[src/rtl/mmio_uart_tx.sv]
// Memory-mapped UART transmitter: TXDATA/STATUS/DIVISOR/CTRL registers feeding an 8N1 serial frame.
// Define UART_TX_PARITY_EN to add a parity bit after the data bits (CTRL bit2 selects odd parity).
module mmio_uart_tx #(
  parameter int          FIFO_DEPTH = 8,
  parameter logic [15:0] DIV_RESET  = 16'd867
) (
  input  logic        clk,
  input  logic        reset,
  input  logic        sel,
  input  logic        we,
  input  logic [2:0]  memType,
  input  logic [63:0] addr,
  input  logic [63:0] wd,
  output logic [63:0] rd,
  output logic        tx,
  output logic        irq
);
  localparam int PTR_W = $clog2(FIFO_DEPTH);
  localparam int CNT_W = PTR_W + 1;
  localparam logic [CNT_W-1:0] DEPTH_C = CNT_W'(FIFO_DEPTH);
`ifdef UART_TX_PARITY_EN
  localparam int CTRL_W = 3;
`else
  localparam int CTRL_W = 2;
`endif

  localparam logic [1:0] REG_TXDATA  = 2'd0;
  localparam logic [1:0] REG_STATUS  = 2'd1;
  localparam logic [1:0] REG_DIVISOR = 2'd2;
  localparam logic [1:0] REG_CTRL    = 2'd3;

  typedef enum logic [2:0] {
    IDLE,
    START,
    DATA,
`ifdef UART_TX_PARITY_EN
    PARITY,
`endif
    STOP
  } txState_t;

  logic [7:0]        fifoMem [FIFO_DEPTH];
  logic [PTR_W-1:0]  wrPtr, rdPtr;
  logic [CNT_W-1:0]  count;
  logic              ovf;
  logic [15:0]       divisor, frameDiv, baudCnt;
  logic [CTRL_W-1:0] ctrl;
  txState_t          state;
  logic [2:0]        bitIdx;
  logic [7:0]        shiftReg;
`ifdef UART_TX_PARITY_EN
  logic              parityBit;
`endif

  logic [1:0]  regSel;
  logic        regWrite, pushReq, pushOk, pop;
  logic        fifoFull, fifoEmpty, busy;
  logic [15:0] sizeMask;
  logic [63:0] regVal, sized;

  assign regSel    = addr[4:3];
  assign regWrite  = sel & we;
  assign fifoFull  = (count == DEPTH_C);
  assign fifoEmpty = (count == '0);
  assign busy      = (state != IDLE);
  assign pushReq   = regWrite & (regSel == REG_TXDATA);
  // A byte leaves the FIFO when the line is free: idle, or the last clock of a stop bit.
  assign pop       = ctrl[0] & ~fifoEmpty &
                     ((state == IDLE) | ((state == STOP) & (baudCnt == 16'd0)));
  assign pushOk    = pushReq & (~fifoFull | pop);
  assign irq       = ctrl[1] & fifoEmpty & (state == IDLE);

  // NOTE: storage is not reset; only pointers and count decide which entries are valid.
  always_ff @(posedge clk) begin
    if (pushOk) fifoMem[wrPtr] <= wd[7:0];
  end

  // NOTE: non-blocking assignments so every register reacts to pre-edge values.
  always_ff @(posedge clk) begin
    if (reset) begin
      wrPtr   <= '0;
      rdPtr   <= '0;
      count   <= '0;
      ovf     <= 1'b0;
      divisor <= DIV_RESET;
      ctrl    <= '0;
    end else begin
      if (pushOk) wrPtr <= wrPtr + 1'b1;
      if (pop)    rdPtr <= rdPtr + 1'b1;
      case ({pushOk, pop})
        2'b10:   count <= count + 1'b1;
        2'b01:   count <= count - 1'b1;
        default: ;
      endcase
      if (pushReq & fifoFull & ~pop)
        ovf <= 1'b1;
      else if (regWrite & (regSel == REG_STATUS))
        ovf <= 1'b0;
      if (regWrite & (regSel == REG_DIVISOR))
        divisor <= (divisor & ~sizeMask) | (wd[15:0] & sizeMask);
      // Every access size covers the low byte, so CTRL always takes all its bits.
      if (regWrite & (regSel == REG_CTRL))
        ctrl <= wd[CTRL_W-1:0];
    end
  end

  always_ff @(posedge clk) begin
    if (reset) begin
      state    <= IDLE;
      tx       <= 1'b1;
      baudCnt  <= '0;
      frameDiv <= '0;
      bitIdx   <= '0;
      shiftReg <= '0;
`ifdef UART_TX_PARITY_EN
      parityBit <= 1'b0;
`endif
    end else if (pop) begin
      state    <= START;
      tx       <= 1'b0;
      frameDiv <= divisor;
      baudCnt  <= divisor;
      shiftReg <= fifoMem[rdPtr];
`ifdef UART_TX_PARITY_EN
      parityBit <= (^fifoMem[rdPtr]) ^ ctrl[2];
`endif
    end else begin
      case (state)
        IDLE: tx <= 1'b1;
        START:
          if (baudCnt == 16'd0) begin
            state    <= DATA;
            tx       <= shiftReg[0];
            shiftReg <= shiftReg >> 1;
            bitIdx   <= '0;
            baudCnt  <= frameDiv;
          end else baudCnt <= baudCnt - 16'd1;
        DATA:
          if (baudCnt == 16'd0) begin
            baudCnt <= frameDiv;
            if (bitIdx == 3'd7) begin
`ifdef UART_TX_PARITY_EN
              state <= PARITY;
              tx    <= parityBit;
`else
              state <= STOP;
              tx    <= 1'b1;
`endif
            end else begin
              bitIdx   <= bitIdx + 3'd1;
              tx       <= shiftReg[0];
              shiftReg <= shiftReg >> 1;
            end
          end else baudCnt <= baudCnt - 16'd1;
`ifdef UART_TX_PARITY_EN
        PARITY:
          if (baudCnt == 16'd0) begin
            state   <= STOP;
            tx      <= 1'b1;
            baudCnt <= frameDiv;
          end else baudCnt <= baudCnt - 16'd1;
`endif
        STOP:
          if (baudCnt == 16'd0) begin
            state <= IDLE;
            tx    <= 1'b1;
          end else baudCnt <= baudCnt - 16'd1;
        default: begin
          state <= IDLE;
          tx    <= 1'b1;
        end
      endcase
    end
  end

  // NOTE: every combinational output gets a default first, so no latch is inferred.
  always_comb begin
    sizeMask = (memType[1:0] == 2'b00) ? 16'h00FF : 16'hFFFF;
    regVal   = '0;
    case (regSel)
      REG_STATUS:  regVal[8:0]        = {5'(count), ovf, busy, fifoEmpty, fifoFull};
      REG_DIVISOR: regVal[15:0]       = divisor;
      REG_CTRL:    regVal[CTRL_W-1:0] = ctrl;
      default:     ;
    endcase
    case (memType)
      3'b000:  sized = {{56{regVal[7]}},  regVal[7:0]};
      3'b001:  sized = {{48{regVal[15]}}, regVal[15:0]};
      3'b010:  sized = {{32{regVal[31]}}, regVal[31:0]};
      3'b100:  sized = {56'd0, regVal[7:0]};
      3'b101:  sized = {48'd0, regVal[15:0]};
      3'b110:  sized = {32'd0, regVal[31:0]};
      default: sized = regVal;
    endcase
    rd = (sel & ~we) ? sized : 64'd0;
  end

  logic unusedBits;
  assign unusedBits = ^{addr[63:5], addr[2:0], wd[63:16]};
endmodule

[config.mk]
export PLATFORM = sky130hd
export DESIGN_NAME = mmio_uart_tx
export DESIGN_NICKNAME = d
export VERILOG_FILES = /design/src/rtl/mmio_uart_tx.sv
export SDC_FILE = /design/constraint.sdc
export NUM_CORES = 1
export LEC_CHECK = 0
export CAP_MARGIN = 5
export CORE_ASPECT_RATIO = 0.7
export CORE_MARGIN = 2
export CORE_UTILIZATION = 65
export CTS_CLUSTER_SIZE = 40
export DETAILED_ROUTE_END_ITERATION = 10
export DONT_BUFFER_PORTS = 1
export PLACE_DENSITY_LB_ADDON = 0.15
export SKIP_LAST_GASP = 1
export SYNTH_ARGS = -nofsm -noshare
export SYNTH_HDL_FRONTEND = slang
export SYNTH_SLANG_ARGS = --single-unit
[constraint.sdc]
create_clock -name clk -period 10.4 [get_ports clk]
set_input_delay 2.08 -clock clk [delete_from_list [all_inputs] [get_ports clk]]
set_output_delay 2.08 -clock clk [all_outputs]
set_load 0.05 [all_outputs]
Word level (Yosys, flattened, before mapping)
Memory sizes are Yosys's and may differ from the RTL's. A register that Yosys moved wholly into a read port is not among the register bits.
Index checks and enable logic that the tools add are counted.
{ "totals": {"register_bits": 76, "ram_bits": 64, "in_bits": 135, "out_inout_bits": 66, "wordCells": 126, "n_memories": 1} }
{ "op_classes": {"add_sub_neg": 6, "eq_ne": 24, "mux": 37, "n_bitwise": 25, "n_reduce_logical": 20} }
{ "mem_list": {"columns": ["name", "depth", "width", "rd", "rd_ports_with_merged_regs", "write_ports", "line", "source"], "rows": [
  ["fifoMem", 8, 8, 1, 1, 1, "42", "logic [7:0] fifoMem [FIFO_DEPTH];"]
]} }
{ "op_table": {"columns": ["cell", "count"], "rows": [
  ["$pmux 64 s3", 1],
  ["$mux 16", 4],
  ["$mux 64", 1],
  ["$and 16x16->16", 2],
  ["$mux 8", 4],
  ["$pmux 16 s2", 1],
  ["$mux 3", 8],
  ["$logic_not 16->1", 1],
  ["$not 16->16", 1],
  ["$or 16x16->16", 1],
  ["$pmux 8 s2", 1],
  ["$sub 16x1->16 const B", 1],
  ["$ne 3x3->1 const B", 5],
  ["$reduce_and 5->1", 3],
  ["$and 1x1->1", 14],
  ["$pmux 7 s2", 1],
  ["$pmux 3 s4", 1],
  ["$mux 1", 10],
  ["$ne 2x2->1 const B", 5],
  ["$add 3x1->3 const B", 3],
  ["$reduce_bool 3->1", 3],
  ["$pmux 4 s2", 1],
  ["$mux 7", 1],
  ["$eq 2x2->1 const B", 3],
  ["22 further kinds", 36]
]} }

Logic depth before layout (Yosys ltp)
Gate-level depths: netlist of run 1.
{ "logic_depth": {"word_depth": 8, "depth_mapped": 13, "ltp_nobuf": 12} }

Worst setup path after synthesis of run 1
Ideal clock, no wire load.
{ "synth_timing": {"path_type": "input to output", "start": "input port addr[4]", "end": "output port rd[17]", "t_arrival_ns": 5.956, "required_time_ns": 8.320, "slack_ns": 2.364, "path_stages": 7, "path_buffers": 2, "cell_sequence": "inv_1 ha_1 clkbuf_1 a22o_1 nand4b_1 a21oi_1 buf_4"} }
{ "synth_between": {"elab_chain_cells": 4, "elab_cells_between_ends": 6, "classes_between": "2 x eq/ne; 4 x mux"} }
{ "synth_rtl": {"columns": ["item", "line", "source"], "rows": [
  ["start: declaration", "12", "input logic [63:0] addr,"],
  ["$eq 2x2->1 / $eq 2x1->1 (equally long branches)", "180", "case (regSel)"],
  ["$pmux 7 s2 / $mux 7 (equally long branches)", "180", null],
  ["$pmux 64 s3 (*)", "186", "case (memType)"],
  ["$mux 64 (*)", "195", "rd = (sel & ~we) ? sized : 64'd0;"],
  ["end: declaration", "14", "output logic [63:0] rd,"]
]} }
Mark *: on every way between the ends. The rest lies on a longest branch, timed or not.

Worst setup path in the final report of run 1
{ "layout_timing": {"start": "input port addr[3]", "end": "output port rd[19]"} }
The elaborated chain is that of the path after synthesis.

==> results of run 1 <==
[metal layers]
layer,global-route usage,vias to the layer above,part of all wire
met2,0.3831,182,0.43
li1,-,2182,-
met1,0.3988,2279,0.47
met3,0.07761,14,0.090
met5,0,-,0
met4,0.06494,0,0.0081
[worst paths after layout]
check / endpoint / depth (start not counted)
max reg2reg: fifoMem[1][6] / 7
max: rd[19] / 7
min: frameDiv[15] / 2
min reg2reg: frameDiv[15] / 2
[logic make-up after synthesis]
logic type / Yosys count
fa+ha+maj: 15
compound gates: 125
flops: 142
buf+inv: 93
mux: 32
simple gates: 220
xor+xnor: 18
[layout make-up]
cell class | instances | area [um^2]
Sequential cell | 142 | 3483
Fill cell | 700 | 3088
Multi-Input combinational cell | 410 | 2810
Clock buffer | 17 | 425.4
Tap cell | 132 | 165.2
Clock inverter | 15 | 161.4
Timing Repair Buffer | 12 | 115.1
Inverter | 8 | 30.03
[cells in the final DEF, fill, tap and decap left out, types with 7 or more instances in the layout]
| master | synthesis | final |
|---|---|---|
| mux4_2 | 16 | 16 |
| nand3_1 | 11 | 11 |
| buf_4 | 47 | 10 |
| nor2b_1 | 11 | 11 |
| and3_1 | 9 | 9 |
| nand2_1 | 95 | 95 |
| ha_1 | 15 | 15 |
| nand3b_1 | 9 | 9 |
| a211oi_1 | 14 | 14 |
| nor3_1 | 16 | 16 |
| edfxtp_1 | 64 | 64 |
| nor2_1 | 37 | 37 |
| dfxtp_1 | 78 | 78 |
| a22oi_1 | 7 | 7 |
| a21oi_1 | 58 | 57 |
| xnor2_1 | 7 | 7 |
| clkbuf_16 | 0 | 17 |
| xor2_1 | 11 | 11 |
| inv_1 | 8 | 8 |
| mux2i_1 | 16 | 16 |
[sequential cells by signal, summed over array words and instances, names as in the netlist, named ones only]
name / flops
fifoMem: 64
baudCnt: 16
frameDiv: 16
divisor: 8
shiftReg: 8
count: 4
bitIdx: 3
rdPtr: 3
wrPtr: 3
ctrl: 2
state: 2
ovf: 1
tx: 1
[tightest hold or removal path: stages (launching register included)]
cell and delay, ns:
dfxtp_1 0.30, nand2_1 0.05, a21oi_1 0.05
[per-stage QoR]
stage,area [um^2],hold slack (ns)
after CTS,7191,0.4438
after global placement,6604,0.4319
after global routing,7191,0.4658
after floorplan,6815,0.4319
after detailed placement,6604,0.4356
final,7191,0.4437
[where the power goes]
part	internal [mW]	switching, mW	total [mW]
registers	0.586	0.00374	0.589
clock network	0.356	0.242	0.598
logic	0.00884	0.0162	0.0251
total	0.951	0.261	1.21
==> impl_metrics.csv, run 1 <==
group,metric,value,unit
clock_network,postCtsSetupRepairBufs,0,
worst_setup_path,r2r_slack,7.14,ns
worst_setup_path,r2r_start,"baudCnt[0]",
yosys,synth_top_flop_cell,"dfxtp_1",
yosys,syn_area_per_cell,10.57,um^2
timing,hold_viol_final,0,
drt,ant_nets,0,
yosys,yosys.area_share.adder,0.02754,
yosys,syn_nets,795,
layout,fin_nets,741,
drt,first_pass_iters,5,
timing,fin_skew,0.01067,ns
clock_network,clk-insertion-delay-late,0.41,ns
clock_network,ctsHtreeMaxLevel,4,
floorplan,die-area,0.01133,mm^2
timing,finalWorstSetupSlack,2.577,ns
clock_network,clk_pin_slew,0.06,ns
place,placed_cells,704,
clock_network,cts_sinks,142,
yosys,synth_top_family_by_area,"simple AND/OR/NAND/NOR gates",
worst_setup_path,cpLargestDelayFamily,"buffers and inverters",
drt,drtIter0Drc,497,
floorplan,start_util,0.6631,
clock_network,cts_tree,"built",
place,port_buffers,0,
power,peakVddDrop,142.2,uV
timing,fmax,127.8,MHz
layout,fin_cells,736,
yosys,synth_compound_area_frac,0.1232,
timing,rsz0062_at_grt,"no",
floorplan,core_area,0.01028,mm^2
yosys,syn-cell-area,0.006815,mm^2
worst_setup_path,required,8.32,ns
clock_network,clock-root-buffer,"clkbuf_16",
floorplan,io_pins,201,
yosys,netlist_instances,645,
grt,grt_use_total,0.2660,
grt,grt_remaining_overflow,0,
worst_setup_path,path_class,"primary input to output port",
timing,min_period,7.823,ns
power,power_leakage,2.557,nW
timing,maxSlewViolCount,0,
yosys,yosysMostFrequentCell,"nand2_1",
layout,fin_util,0.6996,
worst_setup_path,crit_arrival,5.74,ns
grt,grt_max_degree,71,
yosys,synthXorXnorAreaFrac,0.02313,
yosys,ys_seq_area_frac,0.5111,
run,cap_violations,0,
yosys,synth_top_cell_area_share,0.2820,
yosys,post-synth-top-area-cell,"edfxtp_1",
yosys,ys_async_sr_fraction,0,
timing,period_share,0.7522,
yosys,synthMuxAreaShare,0.07637,
grt,grt_pass1_vias,4286,
clock_network,cts_buffer_depth,2,
worst_setup_path,startpoint,"addr[3]",
yosys,synthTopCellsByArea,"edfxtp_1 (28%), dfxtp_1 (23%), mux4_2 (5.3%), nand2_1 (5.2%), buf_4 (5.2%)",
clock_network,cts_hold_buffers,0,
floorplan,rows,31,
drt,routed_via_density,6.327,
yosys,synthSimpleGateAreaFrac,0.1586,
worst_setup_path,crit_slowest_cell,"buf_12",
yosys,yosys-top-cells-count,"nand2_1 (95), dfxtp_1 (78), edfxtp_1 (64)",
place,hpwl,9537,um
floorplan,die_y,89.67,um
drt,num_vias,4657,
timing,relSlewSlack,0.2253,
yosys,yosysWarnings,0,
yosys,ys_ff_latch,142,
power,total_power,1.213,mW
place,place_ws,2.638,ns
worst_setup_path,critical_path.max_stage_delay,1.69,ns
yosys,synth_edf_count,64,
worst_setup_path,startpoint_type,"primary input",
layout,syn2layout_area_growth,5.508,%
worst_setup_path,cp_max_fo,45,
timing,worst_pin_slew,1.159,ns
drt,wirelength,14640,um
clock_network,ctsResizeCount,0,
grt,grt_pass1_wl,23110,um
place,gp_congestion,0.8374,
layout,n_antenna_cell,0,
worst_setup_path,cp_cell_sequence,"inv_1, ha_1, a22o_1, nand4b_1, a21oi_4, buf_12, buf_12",
drt,drc,0,
worst_setup_path,worst_setup_path_end_kind,"output port",
clock_network,cts_buffers,17,
run_status,outcome,"complete, no violations",
floorplan,die_w,126.4,um
worst_hold_path,hp-start,"frameDiv[15]",
grt,antenna_found_initial,0,
worst_hold_path,min_path_type,"flop to flop",
drt,wl_per_cell,19.89,um
power,power.density,168.6,mW/mm^2
yosys,synth.distinct_cells,61,
worst_setup_path,critical_path_buf_inv_count,3,
timing,finalSetupViolations,0,
worst_setup_path,critPathMostFrequentCell,"buf_12",
timing,timing.setup.tns,0,ns
layout,layout-drive-gt1-share,0.1209,
(Power assumes the default switching activity.)
==> run 2, diff against run 1 <==
Settings changed: CORE_UTILIZATION 65 to 64.
Clock period 10.4 ns to 8.1 ns, I/O delays scaled along.
==> impl_metrics.csv, run 2 (synthesis gave the netlist of run 1 again) <==
group,metric,value,unit
timing,timing.setup.tns,0,ns
clock_network,cts_hold_buffers,0,
worst_setup_path,critical_path.max_stage_delay,1.35,ns
power,power.density,221.6,mW/mm^2
layout,fin_util,0.6984,
worst_setup_path,worst_setup_path_end_kind,"output port",
floorplan,rows,31,
worst_setup_path,reg2reg_depth,7,
worst_setup_path,path_class,"primary input to output port",
drt,ant_nets,0,
worst_hold_path,hp-start,"frameDiv[9]",
drt,drtIter0Drc,492,
timing,maxSlewViolCount,0,
clock_network,cts_sinks,142,
layout,fin_nets,742,
worst_setup_path,startpoint_type,"primary input",
drt,drc,0,
clock_network,clk-insertion-delay-late,0.42,ns
timing,fin_skew,0.009643,ns
layout,layout-drive-gt1-share,0.1240,
layout,final_cell_mix,"nand2_1 (95), dfxtp_1 (78), edfxtp_1 (64)",
drt,wirelength,14590,um
run,cap_violations,0,
clock_network,clock-root-buffer,"clkbuf_16",
drt,num_vias,4688,
run_status,outcome,"complete, no violations",
clock_network,ctsHtreeMaxLevel,4,
place,port_buffers,0,
drt,first_pass_iters,5,
worst_setup_path,crit_slowest_cell,"buf_12",
timing,hold_viol_final,0,
layout,syn2layout_area_growth,6.132,%
layout,largest_reg_flops,64,
floorplan,core_area,0.01036,mm^2
place,place_area,0.006615,mm^2
layout,n_antenna_cell,0,
worst_setup_path,crit_arrival,4.80,ns
layout,largestRegisters,"fifoMem: 64 flops, baudCnt: 16 flops, frameDiv: 16 flops",
power,peakVddDrop,164.6,uV
worst_setup_path,r2r_slack,4.84,ns
worst_setup_path,critPathMostFrequentCell,"buf_12",
floorplan,io_pins,201,
worst_setup_path,cp_cell_sequence,"inv_1, ha_1, a22o_1, nand4b_1, a21oi_4, buf_12, buf_12",
worst_hold_path,min_to,"frameDiv[9]",
power,power_leakage,2.583,nW
timing,rsz0062_at_grt,"no",
timing,worst_pin_slew,1.200,ns
clock_network,postCtsSetupRepairBufs,0,
power,total_power,1.603,mW
timing,min_period,6.425,ns
timing,fin_hold_ws,0.4476,ns
worst_hold_path,min_path_type,"flop to flop",
grt,grt_max_degree,71,
grt,grt_use_total,0.2703,
floorplan,die_w,127.3,um
layout,nFillCells,728,
grt,antenna_found_initial,0,
worst_setup_path,reg2reg_to,"fifoMem[4][2]",
drt,routed_via_density,6.361,
timing,fmax,155.6,MHz
worst_hold_path,holdPathStages,2,
timing,finalSetupViolations,0,
clock_network,ctsResizeCount,0,
floorplan,start_util,0.6581,
layout,regMostFlops,"fifoMem",
grt,grt_remaining_overflow,0,
place,gp_congestion,0.9144,
grt,grt_pass1_vias,4551,
clock_network,cts_buffers,17,
timing,period_share,0.7932,
clock_network,cts_buffer_depth,2,
layout,layout_commonest_cell,"nand2_1",
worst_setup_path,required,6.48,ns
clock_network,clk_pin_slew,0.07,ns
floorplan,die_y,90.34,um
drt,wl_per_cell,19.80,um
worst_setup_path,r2r_start,"baudCnt[0]",
worst_setup_path,cp_max_fo,34,
clock_network,cts_tree,"built",
place,hpwl,9647,um
grt,grt_pass1_wl,23980,um
layout,fin_area,0.007233,mm^2
timing,relSlewSlack,0.1976,
floorplan,die-area,0.01150,mm^2
## run 2: worst max-delay path by stage
stage	from	to	slack [ns]	depth (start not counted)
after global placement	addr[3]	rd[63]	1.72	7
after detailed placement	addr[3]	rd[63]	1.68	7
after floorplan	addr[4]	rd[17]	0.98	7
after CTS	addr[3]	rd[63]	1.67	7
final	addr[3]	rd[63]	1.68	7
after global routing	addr[3]	rd[17]	1.43	7
## run 2: layout make-up
type | instances | area [um^2] | share of cell area
clock buffer | 17 | 425.4 | 0.05881
multi-input combinational | 410 | 2814 | 0.3890
inverter | 8 | 30.03 | 0.004152
sequential | 142 | 3483 | 0.4816
clock inverter | 15 | 192.7 | 0.02664
tap | 132 | 165.2 | 0.02283
timing repair buffer | 13 | 122.6 | 0.01695
## run 2: power by group
| part | switching (mW) | leakage [nW] | internal (mW) |
|---|---|---|---|
| clock network | 0.343 | 0.301 | 0.471 |
| logic | 0.0211 | 1.08 | 0.0111 |
| registers | 0.00481 | 1.21 | 0.752 |
## run 2: stage by stage
stage	instances	setup WS [ns]
3_3_place_gp	705	1.717
5_1_grt	737	1.431
4_1_cts	737	1.667
3_5_place_dp	705	1.682
6_report	737	1.675
2_1_floorplan	645	0.9838
## run 2: critical path: cells and delay by family
kind | cells | cell delay (ns)
AOI/OAI and AO/OA | 2 | 0.52
adders and majority gates | 1 | 0.43
buffers and inverters | 3 | 1.79
and+or+nand+nor | 1 | 0.38
## run 2: layer usage
metal	global-route usage	routed length, um	vias up
li1	-	-	2190
met1	0.4138	6725	2278
met2	0.3788	6369	208
met3	0.07287	1405	12
met4	0.07601	91	0
met5	0	0	-
==> run 3, diff against run 2 <==
Settings changed: CORE_UTILIZATION 64 to 57.
Clock period 8.1 ns to 5.4 ns, I/O delays scaled along.
==> impl_metrics.csv, run 3 (synthesis gave the netlist of run 1 again) <==
group,metric,value,unit
clock_network,postCtsSetupRepairBufs,0,
layout,fin_util,0.6266,
place,hpwl,9849,um
timing,min_period,5.145,ns
worst_setup_path,path_class,"primary input to output port",
layout,final_cell_mix,"nand2_1 (95), dfxtp_1 (78), edfxtp_1 (64)",
worst_setup_path,critPathMostFrequentCell,"buf_12",
worst_hold_path,min_path_type,"flop to flop",
worst_setup_path,r2r_slack,2.39,ns
worst_setup_path,reg2reg_depth,7,
grt,grt_use_total,0.2377,
worst_setup_path,required,4.32,ns
layout,largestRegisters,"fifoMem: 64 flops, baudCnt: 16 flops, frameDiv: 16 flops",
grt,grt_remaining_overflow,0,
place,placed_cells,743,
worst_setup_path,reg2reg_to,"fifoMem[7][5]",
worst_setup_path,critical_path.max_stage_delay,1.31,ns
worst_setup_path,crit_slowest_cell,"buf_12",
grt,grt_util_met2,0.3350,
worst_setup_path,startpoint_type,"primary input",
clock_network,cts_sinks,142,
floorplan,die_w,134.7,um
worst_hold_path,hp-start,"frameDiv[11]",
drt,wl_per_cell,18.71,um
layout,fin_nets,755,
power,switchingPower,487.0,uW
floorplan,die_y,95.49,um
worst_setup_path,worst_setup_path_end_kind,"output port",
timing,fin_skew,0.006393,ns
clock_network,cts_buffers,17,
layout,layout-drive-gt1-share,0.1327,
place,gp_congestion,0.8580,
layout,n_antenna_cell,0,
power,power.density,318.1,mW/mm^2
timing,fmax,194.4,MHz
grt,grt_use_met3,0.05051,
grt,antenna_found_initial,0,
timing,period_share,0.9527,
power,pwr-share-seq,0.487,
power,switching_share,0.2091,
drt,routed_via_density,6.110,
run,cap_violations,0,
worst_hold_path,holdPathStages,2,
grt,top_usage_layer,"met1",
timing,hold_viol_final,0,
worst_setup_path,cp_cell_sequence,"inv_1, ha_1, a22o_1, nand4b_1, a21oi_4, buf_12, buf_12",
drt,drtIter0Drc,431,
timing,finalSetupViolations,0,
grt,grt_pass1_wl,23280,um
layout,largest_reg_flops,64,
clock_network,cts_buffer_depth,2,
clock_network,cts_tree,"built",
worst_setup_path,crit_arrival,4.06,ns
floorplan,die-area,0.01286,mm^2
power,intPower,1.842,mW
layout,syn2layout_area_growth,7.435,%
floorplan,core_area,0.01169,mm^2
run_status,outcome,"complete, no violations",
clock_network,cts_hold_buffers,0,
clock_network,clk_pin_slew,0.06,ns
drt,ant_nets,0,
worst_setup_path,r2r_start,"baudCnt[0]",
floorplan,rows,33,
layout,layout_commonest_cell,"nand2_1",
grt,gr-usage-met1,0.3683,
worst_hold_path,min_to,"frameDiv[11]",
layout,fin_cells,775,
floorplan,io_pins,201,
floorplan,start_util,0.5833,
place,port_buffers,0,
timing,relSlewSlack,0.3171,
drt,wirelength,14500,um
layout,regMostFlops,"fifoMem",
drt,drc,0,
power,clkPwrFrac,0.491,
drt,num_vias,4735,
grt,grt_pass1_vias,4373,
timing,rsz0062_at_grt,"no",
power,peakVddDrop,235.7,uV
layout,nFillCells,908,
clock_network,ctsResizeCount,0,
timing,maxSlewViolCount,0,
grt,grt_max_degree,71,
power,power_leakage,2.627,nW
clock_network,clock-root-buffer,"clkbuf_16",
drt,first_pass_iters,5,
power,comb_power_share,0.021,
timing,worst_pin_slew,1.021,ns
power,total_power,2.329,mW
timing,timing.setup.tns,0,ns
clock_network,ctsHtreeMaxLevel,4,
worst_setup_path,cp_max_fo,40,
clock_network,clk-insertion-delay-late,0.42,ns
## run 3: cell count changes in the layout (fill, tap and decap cells not counted), sizes merged
cell,before,now
clkinvlp,1,3
inv,17,12
clkbuf,17,20
buf,13,26
## run 3: final cells by class
class / instances / area (um^2) / area share
sequential: 142 / 3483 / 0.4757
multi-input combinational: 410 / 2798 / 0.3821
clock buffer: 20 / 446.7 / 0.06100
timing repair buffer: 26 / 232.7 / 0.03178
tap: 157 / 196.4 / 0.02683
clock inverter: 12 / 135.1 / 0.01846
inverter: 8 / 30.03 / 0.004101
## run 3: power by group through the flow
stage                     logic (mW)  registers (mW)  clock network, mW
after detailed placement      0.0493            1.16                  0
after floorplan               0.0485            1.16                  0
after CTS                     0.0495            1.14               1.16
after global placement        0.0482            1.16                  0
after global routing          0.0548            1.14               1.20
final                         0.0496            1.14               1.14
## run 3: worst max-delay path by stage
stage | to | startpoint | slack, ns | cells after the start
after floorplan | rd[17] | addr[4] | 0.36 | 7
after global placement | rd[52] | addr[3] | 0.29 | 7
after detailed placement | rd[52] | addr[3] | 0.26 | 7
after CTS | rd[52] | addr[3] | 0.26 | 7
after global routing | rd[21] | addr[3] | 0.13 | 7
final | rd[52] | addr[3] | 0.26 | 7
## run 3: critical path, delay by kind of cell
family	cells	cell delay [ns]
buffers and inverters	3	1.81
AO/OA/AOI/OAI	2	0.37
adder cells (fa/ha/maj)	1	0.25
AND/OR/NAND/NOR	1	0.18
## run 3: through the flow
stage	worst slack (ns)	hold slack [ns]	instance area (um^2)
3_3_place_gp	0.2928	0.4325	6740
3_5_place_dp	0.2618	0.4371	6740
5_1_grt	0.1259	0.4667	7322
6_report	0.2553	0.4486	7322
2_1_floorplan	0.3632	0.4319	6819
4_1_cts	0.2606	0.4452	7322
## run 3: per-layer routing
| metal | vias to the layer above | share of wire |
|---|---|---|
| met5 | - | 0 |
| li1 | 2207 | - |
| met4 | 0 | 0.0089 |
| met2 | 163 | 0.43 |
| met1 | 2346 | 0.49 |
| met3 | 19 | 0.070 |
==> RTL edit (config.mk and constraints of run 2) <==
Re-encode `txState_t` (4 states) as one-hot, 4 bits wide.
--- a/src/rtl/mmio_uart_tx.sv
+++ b/src/rtl/mmio_uart_tx.sv
@@ -29,14 +29,14 @@
   localparam logic [1:0] REG_DIVISOR = 2'd2;
   localparam logic [1:0] REG_CTRL    = 2'd3;
 
-  typedef enum logic [2:0] {
-    IDLE,
-    START,
-    DATA,
+  typedef enum logic [3:0] {
+    IDLE  = 4'b0001,
+    START = 4'b0010,
+    DATA  = 4'b0100,
 `ifdef UART_TX_PARITY_EN
     PARITY,
 `endif
-    STOP
+    STOP  = 4'b1000
   } txState_t;
 
   logic [7:0]        fifoMem [FIFO_DEPTH];
Behaviour: no difference found for any inputs over 4 cycles, from zero or initial values and one cycle with reset high; so few cycles prove little.
==> RTL edit against run 2 <==
  * Sequential cell count increased by 2
  * Routed wire length decreased by 1.8%
  * Combinational power increased by 9.3%
  * Setup slack improved by 45 ps
  * Power decreased by 1.1%
  * Area after synthesis increased by 0.20%
  * Count of clock-buffer cells in the layout increased by 4
  * Final area increased by 0.17%
  * Sequential share of layout area increased by 0.47 points
  * Largest cell class unchanged
==> RTL edit: results (changes against run 2) <==
status = finished, final reports clean (unchanged)
clk buf depth = 2 (unchanged)
Seq/Total Area, Yosys = 51.59% (was 51.11%)
Routed WL per cell = 19.42 um (was 19.80 um)
Fill cells = 702 (was 728)
vias in the first global route = 4487 (was 4551)
Reg2Reg Depth = 10 (was 7)
Synth top cells by count = 106 x nand2_1, 80 x dfxtp_1, 64 x edfxtp_1 (was 95 x nand2_1, 78 x dfxtp_1, 64 x edfxtp_1)
Avg Cell Area, Syn = 10.59 um^2 (was 10.57 um^2)
Clock Skews = 9.269 ps (was 9.643 ps)
post-synth cell types = 63 (was 61)
Crit. Startpoint = addr[3] (unchanged)
Max IR drop VDD = 0.0001420 V (was 0.0001646 V)
LEAKAGE = 0.002497 uW (was 0.002583 uW)
GRT Total Usage = 25.80% (was 27.03%)
Clock Latency Late Sink = 410 ps
fin crit period = 6380 ps (was 6425 ps)
CP endpoint = rd[21] (was rd[63])
share of layout cells above drive strength 1 = 13.86% (was 12.40%)
Vias per Instance = 6.367 (was 6.361)
largest net degree at the start of global routing = 81 (was 71)
1st-iter DRT viols = 516 (was 492)
dpl ws = 1764 ps (was 1682 ps)
reg2reg start = baudCnt[7] (was baudCnt[0])
top layer in use = met4 (unchanged)
clock root buffer = clkbuf_16 (unchanged)
ANT cells = 0 (unchanged)
Synth area leaders = edfxtp_1 28%, dfxtp_1 23%, nand2_1 5.8% (was edfxtp_1 28%, dfxtp_1 23%, mux4_2 5.3%)
met1 wire length = 6.638 mm (was 6.725 mm)
reg-to-reg slack, setup = 4460 ps (was 4840 ps)
# placed instances = 706 (was 705)
Rel. slew slack = 22.49% (was 19.76%)
WL met3 = 1.114 mm (was 1.405 mm)
Regs by FF count = fifoMem: 64 flops, baudCnt: 16 flops, frameDiv: 16 flops (unchanged)
TritonCTS buffer count = 17 (unchanged)
Hold Path Stages = 2 (unchanged)
CP Data Arrival Time = 4760 ps (was 4800 ps)
HPWL after DPL = 9.809 mm (was 9.647 mm)
Post-synth EDFFs = 64 (unchanged)
GP Congestion = 0.8444 (was 0.9144)
DRT Pass-1 Iters = 7 (was 5)
Syn Nets = 791 (was 795)
FFs w/ async S/R, synth = 0% (unchanged)
Post-Layout Cell Count = 738 (was 737)
FF-to-FF End = count[2] (was fifoMem[4][2])
Met2 Routed Length = 6.420 mm (was 6.369 mm)
first-pass GRT wire length = 23.04 mm (was 23.98 mm)
nets = 739 (was 742)
==> RTL edit: cell count changes after synthesis, sizes merged, moves of 9 or more <==
cell | run 2 | this run
o211ai | 5 | 14
mux2 | 0 | 13
a211oi | 14 | 2
mux2i | 16 | 5
nand2 | 95 | 107
==> RTL edit: cells by family after synthesis <==
family | after synthesis | synth area share [%]
and+or+nand+nor | 224 | 15.90
DFF | 144 | 51.59
AOI/OAI and AO/OA | 124 | 11.85
buffers and inverters | 92 | 8.318
muxes | 34 | 8.263
xor gates and xnor gates | 16 | 2.052
adders and majority gates | 11 | 2.015
==> RTL edit: how the worst min path moves through the flow <==
| stage | start | end | slack [ps] |
|---|---|---|---|
| after floorplan | frameDiv[14] | frameDiv[14] | 430 |
| after global placement | frameDiv[15] | frameDiv[15] | 440 |
| after detailed placement | frameDiv[13] | frameDiv[13] | 440 |
| after CTS | frameDiv[13] | frameDiv[13] | 450 |
| after global routing | shiftReg[6] | shiftReg[6] | 460 |
| final | frameDiv[13] | frameDiv[13] | 450 |
==> RTL edit: layer usage <==
layer  vias up  global-route usage, %
li1       2187                      -
met1      2308                  37.78
met2       188                  37.57
met3        16                  6.931
met4         0                  8.059
met5         -                      0
==> RTL edit: layout make-up <==
cell class	count	area (um^2)	share of cell area [%]
sequential	144	3523	48.63
tap	132	165.2	2.279
timing repair buffer	12	165.2	2.279
clock inverter	11	138.9	1.917
clock buffer	21	460.4	6.355
multi-input combinational	409	2759	38.08
inverter	9	33.78	0.4662
==> RTL edit: stage by stage <==
| stage | util [%] | instance area, um^2 | total power, uW |
|---|---|---|---|
| floorplan | - | 6829 | 815.0 |
| global placement | 64.18 | 6646 | 815.4 |
| detailed placement | 64.18 | 6646 | 816.3 |
| CTS | 69.97 | 7246 | 1591 |
| global route | 69.97 | 7246 | 1628 |
| finish | 69.97 | 7246 | 1586 |
==> RTL edit: power by group <==
part / internal [uW] / switching [uW] / leakage [uW]
registers: 762 / 4.22 / 0.00122
logic: 13.0 / 22.2 / 0.000992
clock network: 498 / 287 / 0.000284
total: 1270 / 313 / 0.00250
==> RTL edit: critical path, stage by stage <==
cell,delay [ps]
inv_1,90
ha_1,450
a22o_1,240
nand4b_1,420
a21oi_4,290
buf_12,1230
buf_12,360
